<file path="src/rtl/mem_access_stage.sv">
// Memory-access stage: owns the EX/MEM register, runs the data-memory handshake, fills MEM/WB.
// Latency: non-memory ops reach MEM/WB one edge after capture; memory ops one edge after dmem_ack.
// Backpressure: ex_ready drops while an access is outstanding and stays low once halted.
module mem_access_stage (
  input  logic        clk,
  input  logic        rst_n,
  input  logic        ex_valid,
  output logic        ex_ready,
  input  logic [15:0] ex_instr,
  input  logic [15:0] ex_alu_out,
  input  logic [15:0] ex_set,
  input  logic [15:0] ex_btr,
  input  logic [15:0] ex_data_to_mem,
  input  logic        ex_mem_read,
  input  logic        ex_mem_write,
  input  logic        ex_reg_write,
  input  logic        ex_halt,
  input  logic [2:0]  ex_dst_reg,
  input  logic [1:0]  ex_wb_sel,
  output logic        dmem_req,
  output logic        dmem_we,
  output logic [15:0] dmem_addr,
  output logic [15:0] dmem_wdata,
  input  logic        dmem_ack,
  input  logic [15:0] dmem_rdata,
  output logic        exmem_reg_write,
  output logic [2:0]  exmem_dst_reg,
  output logic [15:0] exmem_data,
  output logic        wb_valid,
  output logic        wb_reg_write,
  output logic        wb_halt,
  output logic        wb_err,
  output logic [2:0]  wb_dst_reg,
  output logic [15:0] wb_data,
  output logic [15:0] wb_instr
);

  typedef enum logic [1:0] {
    S_IDLE   = 2'd0,
    S_WAIT   = 2'd1,
    S_HALTED = 2'd2
  } state_t;

  state_t state, state_nxt;

  // EX/MEM pipeline register
  logic        em_valid;
  logic [15:0] em_instr;
  logic [15:0] em_alu_out;
  logic [15:0] em_set;
  logic [15:0] em_btr;
  logic [15:0] em_data_to_mem;
  logic        em_mem_read;
  logic        em_mem_write;
  logic        em_reg_write;
  logic        em_halt;
  logic [2:0]  em_dst_reg;
  logic [1:0]  em_wb_sel;

  logic        em_mem_op;
  logic        ex_mem_aligned;
  logic [15:0] em_result;

  // MEM/WB load controls produced by the FSM
  logic        wb_load;
  logic        wb_err_nxt;
  logic        wb_reg_write_nxt;
  logic [15:0] wb_data_nxt;
  logic        em_clear;

  assign em_mem_op      = em_mem_read | em_mem_write;
  assign ex_mem_aligned = (ex_mem_read | ex_mem_write) & ~ex_alu_out[0];

  // Result of the instruction in EX/MEM; a memory select falls back to the ALU value
  always_comb begin
    em_result = em_alu_out;
    case (em_wb_sel)
      2'd2:    em_result = em_set;
      2'd3:    em_result = em_btr;
      default: em_result = em_alu_out;
    endcase
  end

  // State register
  always_ff @(posedge clk or negedge rst_n) begin
    if (!rst_n) begin
      state <= S_IDLE;
    end else begin
      state <= state_nxt;
    end
  end

  // Next state and MEM/WB load decisions
  always_comb begin
    state_nxt        = state;
    wb_load          = 1'b0;
    wb_err_nxt       = 1'b0;
    wb_reg_write_nxt = 1'b0;
    wb_data_nxt      = em_result;
    em_clear         = 1'b0;
    case (state)
      S_IDLE: begin
        if (em_valid) begin
          wb_load = 1'b1;
          if (em_mem_op) begin
            // A memory op still sitting here in IDLE was unaligned: report and stop
            wb_err_nxt       = 1'b1;
            wb_reg_write_nxt = 1'b0;
          end else begin
            wb_reg_write_nxt = em_reg_write;
          end
        end
        if (em_valid && (em_mem_op || em_halt)) begin
          state_nxt = S_HALTED;
        end else if (ex_valid && ex_mem_aligned) begin
          state_nxt = S_WAIT;
        end
      end
      S_WAIT: begin
        if (dmem_ack) begin
          wb_load          = 1'b1;
          wb_reg_write_nxt = em_reg_write;
          if (em_mem_read) begin
            wb_data_nxt = dmem_rdata;
          end
          em_clear  = 1'b1;
          state_nxt = em_halt ? S_HALTED : S_IDLE;
        end
      end
      default: begin
        state_nxt = S_HALTED;
      end
    endcase
  end

  assign ex_ready = (state == S_IDLE);

  // Memory request is only driven while an access is outstanding
  assign dmem_req   = (state == S_WAIT);
  assign dmem_we    = dmem_req & em_mem_write;
  assign dmem_addr  = dmem_req ? em_alu_out     : 16'h0000;
  assign dmem_wdata = dmem_req ? em_data_to_mem : 16'h0000;

  // Loads are never forwarded out of EX/MEM; their data only exists after the access
  assign exmem_reg_write = em_valid & em_reg_write & ~em_mem_read;
  assign exmem_dst_reg   = em_dst_reg;
  assign exmem_data      = em_result;

  // EX/MEM register: capture when accepting, bubble when nothing is presented
  always_ff @(posedge clk or negedge rst_n) begin
    if (!rst_n) begin
      em_valid       <= 1'b0;
      em_instr       <= 16'h0000;
      em_alu_out     <= 16'h0000;
      em_set         <= 16'h0000;
      em_btr         <= 16'h0000;
      em_data_to_mem <= 16'h0000;
      em_mem_read    <= 1'b0;
      em_mem_write   <= 1'b0;
      em_reg_write   <= 1'b0;
      em_halt        <= 1'b0;
      em_dst_reg     <= 3'd0;
      em_wb_sel      <= 2'd0;
    end else if (ex_ready) begin
      em_valid <= ex_valid;
      if (ex_valid) begin
        em_instr       <= ex_instr;
        em_alu_out     <= ex_alu_out;
        em_set         <= ex_set;
        em_btr         <= ex_btr;
        em_data_to_mem <= ex_data_to_mem;
        em_mem_read    <= ex_mem_read;
        em_mem_write   <= ex_mem_write;
        em_reg_write   <= ex_reg_write;
        em_halt        <= ex_halt;
        em_dst_reg     <= ex_dst_reg;
        em_wb_sel      <= ex_wb_sel;
      end
    end else if (em_clear) begin
      em_valid <= 1'b0;
    end
  end

  // MEM/WB register: valid pulses on each load, payload holds between loads
  always_ff @(posedge clk or negedge rst_n) begin
    if (!rst_n) begin
      wb_valid     <= 1'b0;
      wb_reg_write <= 1'b0;
      wb_halt      <= 1'b0;
      wb_err       <= 1'b0;
      wb_dst_reg   <= 3'd0;
      wb_data      <= 16'h0000;
      wb_instr     <= 16'h0000;
    end else begin
      wb_valid <= wb_load;
      if (wb_load) begin
        wb_reg_write <= wb_reg_write_nxt;
        wb_halt      <= em_halt;
        wb_err       <= wb_err_nxt;
        wb_dst_reg   <= em_dst_reg;
        wb_data      <= wb_data_nxt;
        wb_instr     <= em_instr;
      end
    end
  end

endmodule

</file>
<file path="config.mk">
export PLATFORM = sky130hd
export DESIGN_NAME = mem_access_stage
export DESIGN_NICKNAME = d
export VERILOG_FILES = /design/src/rtl/mem_access_stage.sv
export SDC_FILE = /design/constraint.sdc
export NUM_CORES = 1
export LEC_CHECK = 0
export CAP_MARGIN = 20
export CORE_ASPECT_RATIO = 1.1
export CORE_MARGIN = 5
export CORE_UTILIZATION = 40
export DETAILED_ROUTE_END_ITERATION = 12
export GPL_ROUTABILITY_DRIVEN = 0
export PLACE_DENSITY = 0.82
export SYNTH_ARGS = -nofsm -noshare
export SYNTH_HDL_FRONTEND = slang
export SYNTH_SLANG_ARGS = --single-unit
</file>
<file path="constraint.sdc">
create_clock -name clk -period 2.3 [get_ports clk]
set_input_delay 0.46 -clock clk [delete_from_list [all_inputs] [get_ports clk]]
set_output_delay 0.46 -clock clk [all_outputs]
set_load 0.03 [all_outputs]
</file>
==> flow_summary.json, run 1 <==
{
  "final_common_cell": "clkdlybuf4s50_1",
  "grt_max_degree": 57,
  "antenna_found_initial": 0,
  "slowest_delay_ns": 0.70,
  "final_cells": 844,
  "seq_area_frac_synth_pct": 51.0,
  "r2r_slack_ns": 0.50,
  "finalCriticalPeriod_ns": 2.23,
  "final_cell_mix": "clkdlybuf4s50_1, dfrtp_1, mux2_4",
  "ys_ff_latch": 131,
  "dp_hpwl_mm": 12.1,
  "crit_fanout": 8,
  "synth_cell_type_count": 33,
  "place.port_buffers": 202,
  "routedWlPerCell_um": 20.0,
  "routed_wl_mm": 16.8,
  "fillers": 1210,
  "clk_latency_ns": 0.42,
  "cts_tree": "yes",
  "cts.clk_slew.worst_paths_ns": 0.06,
  "crit_slowest_cell": "clkdlybuf4s50_1",
  "ys_top_cells_by_area": "dfrtp_1, mux2_4, and2_1",
  "hold_viol_final": 0,
  "maxSlewViolCount": 0,
  "first_global_vias": 4734,
  "power_switching_w": 0.00108,
  "die_x_um": 131,
  "vias": 4290,
  "h-tree-depth": 4,
  "avgSynthCellArea_um2": 15.1,
  "io_pins": 203,
  "p_leak_nw": 4.11,
  "sequentialPowerShare_pct": 42.7,
  "grt_setup_unrepaired": "false",
  "p_sw_share_pct": 20.0,
  "die-area_um2": 18700,
  "cts_buffers": 17,
  "timing.final.crit_share_pct": 97.0,
  "hp-class": "in -> async",
  "finalSetupTns_ns": 0,
  "rows": 48,
  "synth_top_cell_by_area": "dfrtp_1",
  "ys_warn_count": 0,
  "clock_sinks": 131,
  "finalSetupViolations": 0,
  "path_cells": "nor2_4 > clkdlybuf4s50_1",
  "syn_area_um2": 6420,
  "routed_via_density": 5.08,
  "critical_path_required_ns": 1.84,
  "pre_cts_slack_ns": 0.0403,
  "rr_startpoint": "state[1]",
  "final_antenna_net_count": 0,
  "p_per_area_nw_per_um2": 588,
  "relSlewSlack_pct": 46.8,
  "crit_start": "state[0]",
  "start_util_pct": 40.8,
  "drive_above_1_share_pct": 37.7,
  "die_y_um": 143,
  "timing.final.ws_setup_ns": 0.0686,
  "p_clk_share_pct": 52.6,
  "drt_iter0_markers": 195,
  "crit_path_start_kind": "flop",
  "path_class": "reg -> out",
  "cts_setup_buffers": 0,
  "core-area_um2": 15700,
  "grt_util_all_layers_pct": 18.2,
  "vdd_drop_max_v": 0.000480,
  "status": "complete, no violations",
  "drc": 0,
  "firstDrtPassIters": 4,
  "netlist.area_leader.share_pct": 51.0,
  "cts_root_buffer": "clkbuf_16",
  "layout.nets": 740,
  "grt_pass1_wl_mm": 26.2,
  "fin_skew_ns": 0.00690,
  "synth_nets": 535,
  "worst_slew_pin_slew_ns": 0.797,
  "multiInputGateArea_um2": 2880,
  "syn_to_final_growth_pct": 43.0,
  "clock.fmax_ghz": 0.448,
  "clockBufferDepth": 2,
  "p_int_w": 0.00432,
  "globalRouteOverflowTotal": 0,
  "regArea_um2": 3280,
  "cp.arrival_ns": 1.77,
  "synthCells": 426,
  "endpoint_kind": "output pin",
  "maxCapViolCount": 0,
  "dp_cells": 811,
  "diodes": 0,
  "comb_power_share_pct": 4.7
}
per-stage QoR:
stage / hold WS [ns] / power, W / cell area (um2) / utilization (%)
finish: 0.504 / 0.00541 / 9190 / 58.4
floorplan: 0.164 / 0.00235 / 6420 / -
global placement: 0.380 / 0.00260 / 8550 / 54.3
CTS: 0.504 / 0.00546 / 9190 / 58.4
global route: 0.522 / 0.00557 / 9190 / 58.4
detailed placement: 0.380 / 0.00260 / 8550 / 54.3
worst paths after layout:
kind                                endpoint  cells after the start
max in group asynchronous  em_data_to_mem[2]                      3
min in group clk                   em_btr[3]                      1
hold / removal                     em_btr[7]                      2
setup / recovery                    ex_ready                      2
setup reg to reg                  wb_data[6]                      3
hold reg to reg                    em_btr[3]                      1
layer usage:
layer	global-route usage (%)	up-vias	wire, um
met5	0	-	0
met4	7.96	0	510
met3	6.10	39	1270
met2	29.3	174	8150
met1	22.3	2140	6900
li1	-	1937	-
critical path, delay by kind of cell, from the launching register on:
kind                   cells  cell delay (ns)
buffers and inverters      1             0.70
flip-flops                 1             0.49
AND/OR/NAND/NOR            1             0.16
synthesized netlist by cell type (all sizes together):
cell type and instances:
dfrtp 131, and4b 1, o211ai 1, nand2 1
o41ai 1, mux2 109, a211o 16, nor3b 2
nand2b 2, buf 26, o31ai 1, nor2b 1
a21oi 18, mux2i 17, a21o 1, nor2 19
clkbuf 7, inv 1, a31oi 1, o21ai 3
a2bb2oi 16, a211oi 16, nand3b 1, and2 34
cells by family after synthesis:
logic type | count (synthesis) | synth area share [%]
flip-flops | 131 | 51.0
multiplexers | 126 | 27.9
AO/OA/AOI/OAI | 74 | 11.0
AND/OR/NAND/NOR | 61 | 5.65
buffers and inverters | 34 | 4.38
cell type report:
class	instances	share of cell area (%)
clock inverters	8	1.33
well taps	200	2.72
multi-input cells	261	31.3
repair buffers	219	23.4
inverters	1	0.0409
flip-flops and latches	131	35.7
clock buffers	24	5.46
repair_timing:
| item | 4_1_cts | 5_1_grt |
|---|---|---|
| hold buffers | 1 | 0 |
| hold endpoints to repair | 35 | 0 |
| resized for setup | 3 | 0 |
| setup endpoints to repair | 30 | 0 |
power groups by stage:
stage | sequential [W] | clock (W) | combinational, W
after global placement | 0.00235 | 0 | 0.000252
after floorplan | 0.00235 | 0 | 0.00000618
after CTS | 0.00231 | 0.00290 | 0.000261
after global routing | 0.00230 | 0.00299 | 0.000276
after detailed placement | 0.00235 | 0 | 0.000258
final | 0.00231 | 0.00284 | 0.000256
No activity file was read; power rests on OpenSTA's default activity.
==> run 2, diff against run 1 <==
--- a/config.mk
+++ b/config.mk
@@ -15,3 +15,4 @@
 export SYNTH_ARGS = -nofsm -noshare
 export SYNTH_HDL_FRONTEND = slang
 export SYNTH_SLANG_ARGS = --single-unit
+export TNS_END_PERCENT = 100
==> constraint.sdc (replaced) <==
create_clock -name clk -period 2.3 [get_ports clk]
set_input_delay 0.46 -clock clk [delete_from_list [all_inputs] [get_ports clk]]
set_output_delay 0.46 -clock clk [all_outputs]
set_load 0.05 [all_outputs]
==> flow_summary.json, run 2 (same netlist as run 1, synthesis figures left out) <==
{
  "status": "complete, no violations",
  "layout.nets": 737,
  "crit_start": "state[0]",
  "endpoint_kind": "output pin",
  "io_pins": 203,
  "vias": 4191,
  "r2r_slack_ns": 0.47,
  "rows": 48,
  "clock_sinks": 131,
  "dp_hpwl_mm": 12.1,
  "syn_to_final_growth_pct": 43.9,
  "maxCapViolCount": 0,
  "hp-class": "in -> async",
  "drt_iter0_markers": 155,
  "firstDrtPassIters": 4,
  "h-tree-depth": 4,
  "final_antenna_net_count": 0,
  "cts_tree": "yes",
  "p_per_area_nw_per_um2": 564,
  "rr_startpoint": "state[1]",
  "post-route-util_pct": 58.7,
  "worst_slew_pin_slew_ns": 0.809,
  "finalSetupTns_ns": 0,
  "clock.fmax_ghz": 0.457,
  "clk_latency_ns": 0.41,
  "cp.arrival_ns": 1.73,
  "hold_viol_final": 0,
  "cts.clk_slew.worst_paths_ns": 0.06,
  "final_cell_mix": "clkdlybuf4s50_1, dfrtp_1, mux2_4",
  "grt_util_all_layers_pct": 18.2,
  "crit_fanout": 29,
  "fillers": 1217,
  "finalCriticalPeriod_ns": 2.19,
  "path_cells": "nor2b_2 > buf_6 > and2_1 > buf_4",
  "p_leak_nw": 4.11,
  "fin_skew_ns": 0.00830,
  "first_global_vias": 4726,
  "grt_setup_unrepaired": "false",
  "clockBufferDepth": 2,
  "cts_setup_buffers": 0,
  "multiInputGateArea_um2": 2870,
  "vdd_drop_max_v": 0.000496,
  "place.port_buffers": 202,
  "drc": 0,
  "routed_wl_mm": 16.8,
  "rr_endpoint": "wb_data[15]",
  "slowest_delay_ns": 0.47,
  "grt_pass1_wl_mm": 26.2,
  "diodes": 0,
  "die-area_um2": 18700,
  "finalPower_w": 0.00522,
  "routed_via_density": 5.00,
  "grt_max_degree": 59,
  "worstRegToRegCells": 4,
  "die_x_um": 131,
  "finalSetupViolations": 0,
  "die_y_um": 143,
  "globalRouteOverflowTotal": 0,
  "cts_buffers": 17,
  "path_class": "reg -> out",
  "timing.final.crit_share_pct": 95.2,
  "routedWlPerCell_um": 20.1,
  "cts_root_buffer": "clkbuf_16",
  "maxSlewViolCount": 0,
  "start_util_pct": 40.8,
  "critical_path_required_ns": 1.84,
  "final_common_cell": "clkdlybuf4s50_1",
  "regArea_um2": 3280,
  "drive_above_1_share_pct": 37.6,
  "crit_path_start_kind": "flop",
  "core-area_um2": 15700,
  "crit_slowest_cell": "dfrtp_2",
  "relSlewSlack_pct": 46.1,
  "antenna_found_initial": 0
}
## run 2: cell count changes in the layout (fill, tap and decap cells not counted), moves of 2 or more
| cell | previous run | this run |
|---|---|---|
| buf_12 | 10 | 20 |
| clkinvlp_4 | 3 | 0 |
| buf_6 | 1 | 3 |
| buf_4 | 56 | 43 |
## run 2: worst max path at each step
| stage | end | slack (ns) | cells after the start |
|---|---|---|---|
| 2_1_floorplan | dmem_wdata[10] | 0.21 | 4 |
| 3_3_place_gp | wb_data[0] | 0.05 | 4 |
| 3_5_place_dp | wb_data[0] | -0.05 | 4 |
| 4_1_cts | dmem_addr[10] | 0.04 | 4 |
| 5_1_grt | dmem_addr[9] | 0.02 | 4 |
| 6_report | dmem_addr[9] | 0.11 | 4 |
## run 2: final cells by class
type / count / share of cell area, %
clock buffer: 24 / 5.43
timing repair buffer: 216 / 24.4
inverter: 1 / 0.0406
sequential: 131 / 35.5
tap: 200 / 2.71
multi-input combinational: 261 / 31.1
clock inverter: 5 / 0.812
## run 2: layer usage
| metal | vias up | wire (um) | track usage, % |
|---|---|---|---|
| met5 | - | 0 | 0 |
| met4 | 0 | 433 | 7.15 |
| met3 | 27 | 1150 | 5.65 |
| met2 | 140 | 8440 | 30.2 |
| met1 | 2087 | 6790 | 22.1 |
| li1 | 1937 | - | - |
## run 2: repair_timing
item	4_1_cts	5_1_grt
cloned	0	0
hold endpoints to repair	34	0
gates resized for setup	1	4
setup endpoints to repair	28	29
hold buffers	1	0
## run 2: worst max-delay path, delay by kind of cell (launching register included)
kind / cells / cell delay (ns)
buffers and inverters: 2 / 0.44
DFF: 1 / 0.47
and+or+nand+nor: 2 / 0.40
## run 2: report_power, final
| part | switching (W) | leakage [nW] | total, W | internal, W |
|---|---|---|---|---|
| logic | 0.0000806 | 2.00 | 0.000251 | 0.000171 |
| clock network | 0.000943 | 0.288 | 0.00266 | 0.00172 |
| registers | 0 | 1.82 | 0.00231 | 0.00231 |
| total | 0.00102 | 4.11 | 0.00522 | 0.00419 |
## run 2: per-stage QoR
step	std cells	setup slack [ns]	cell area, um2	hold WS [ns]
after floorplan	426	0.207	6420	0.164
after global placement	808	0.0547	8640	0.374
after detailed placement	808	-0.0500	8640	0.376
after CTS	838	0.0382	9230	0.499
after global routing	838	0.0156	9240	0.516
final	838	0.111	9240	0.500
==> run 3, diff against run 2 <==
--- a/config.mk
+++ b/config.mk
@@ -11,6 +11,7 @@
 export CORE_UTILIZATION = 40
 export DETAILED_ROUTE_END_ITERATION = 12
 export GPL_ROUTABILITY_DRIVEN = 0
+export HOLD_SLACK_MARGIN = 0.12
 export PLACE_DENSITY = 0.82
 export SYNTH_ARGS = -nofsm -noshare
 export SYNTH_HDL_FRONTEND = slang
==> results of run 3 <==
No change in the layout: final DEF, timing and power equal those of run 2.
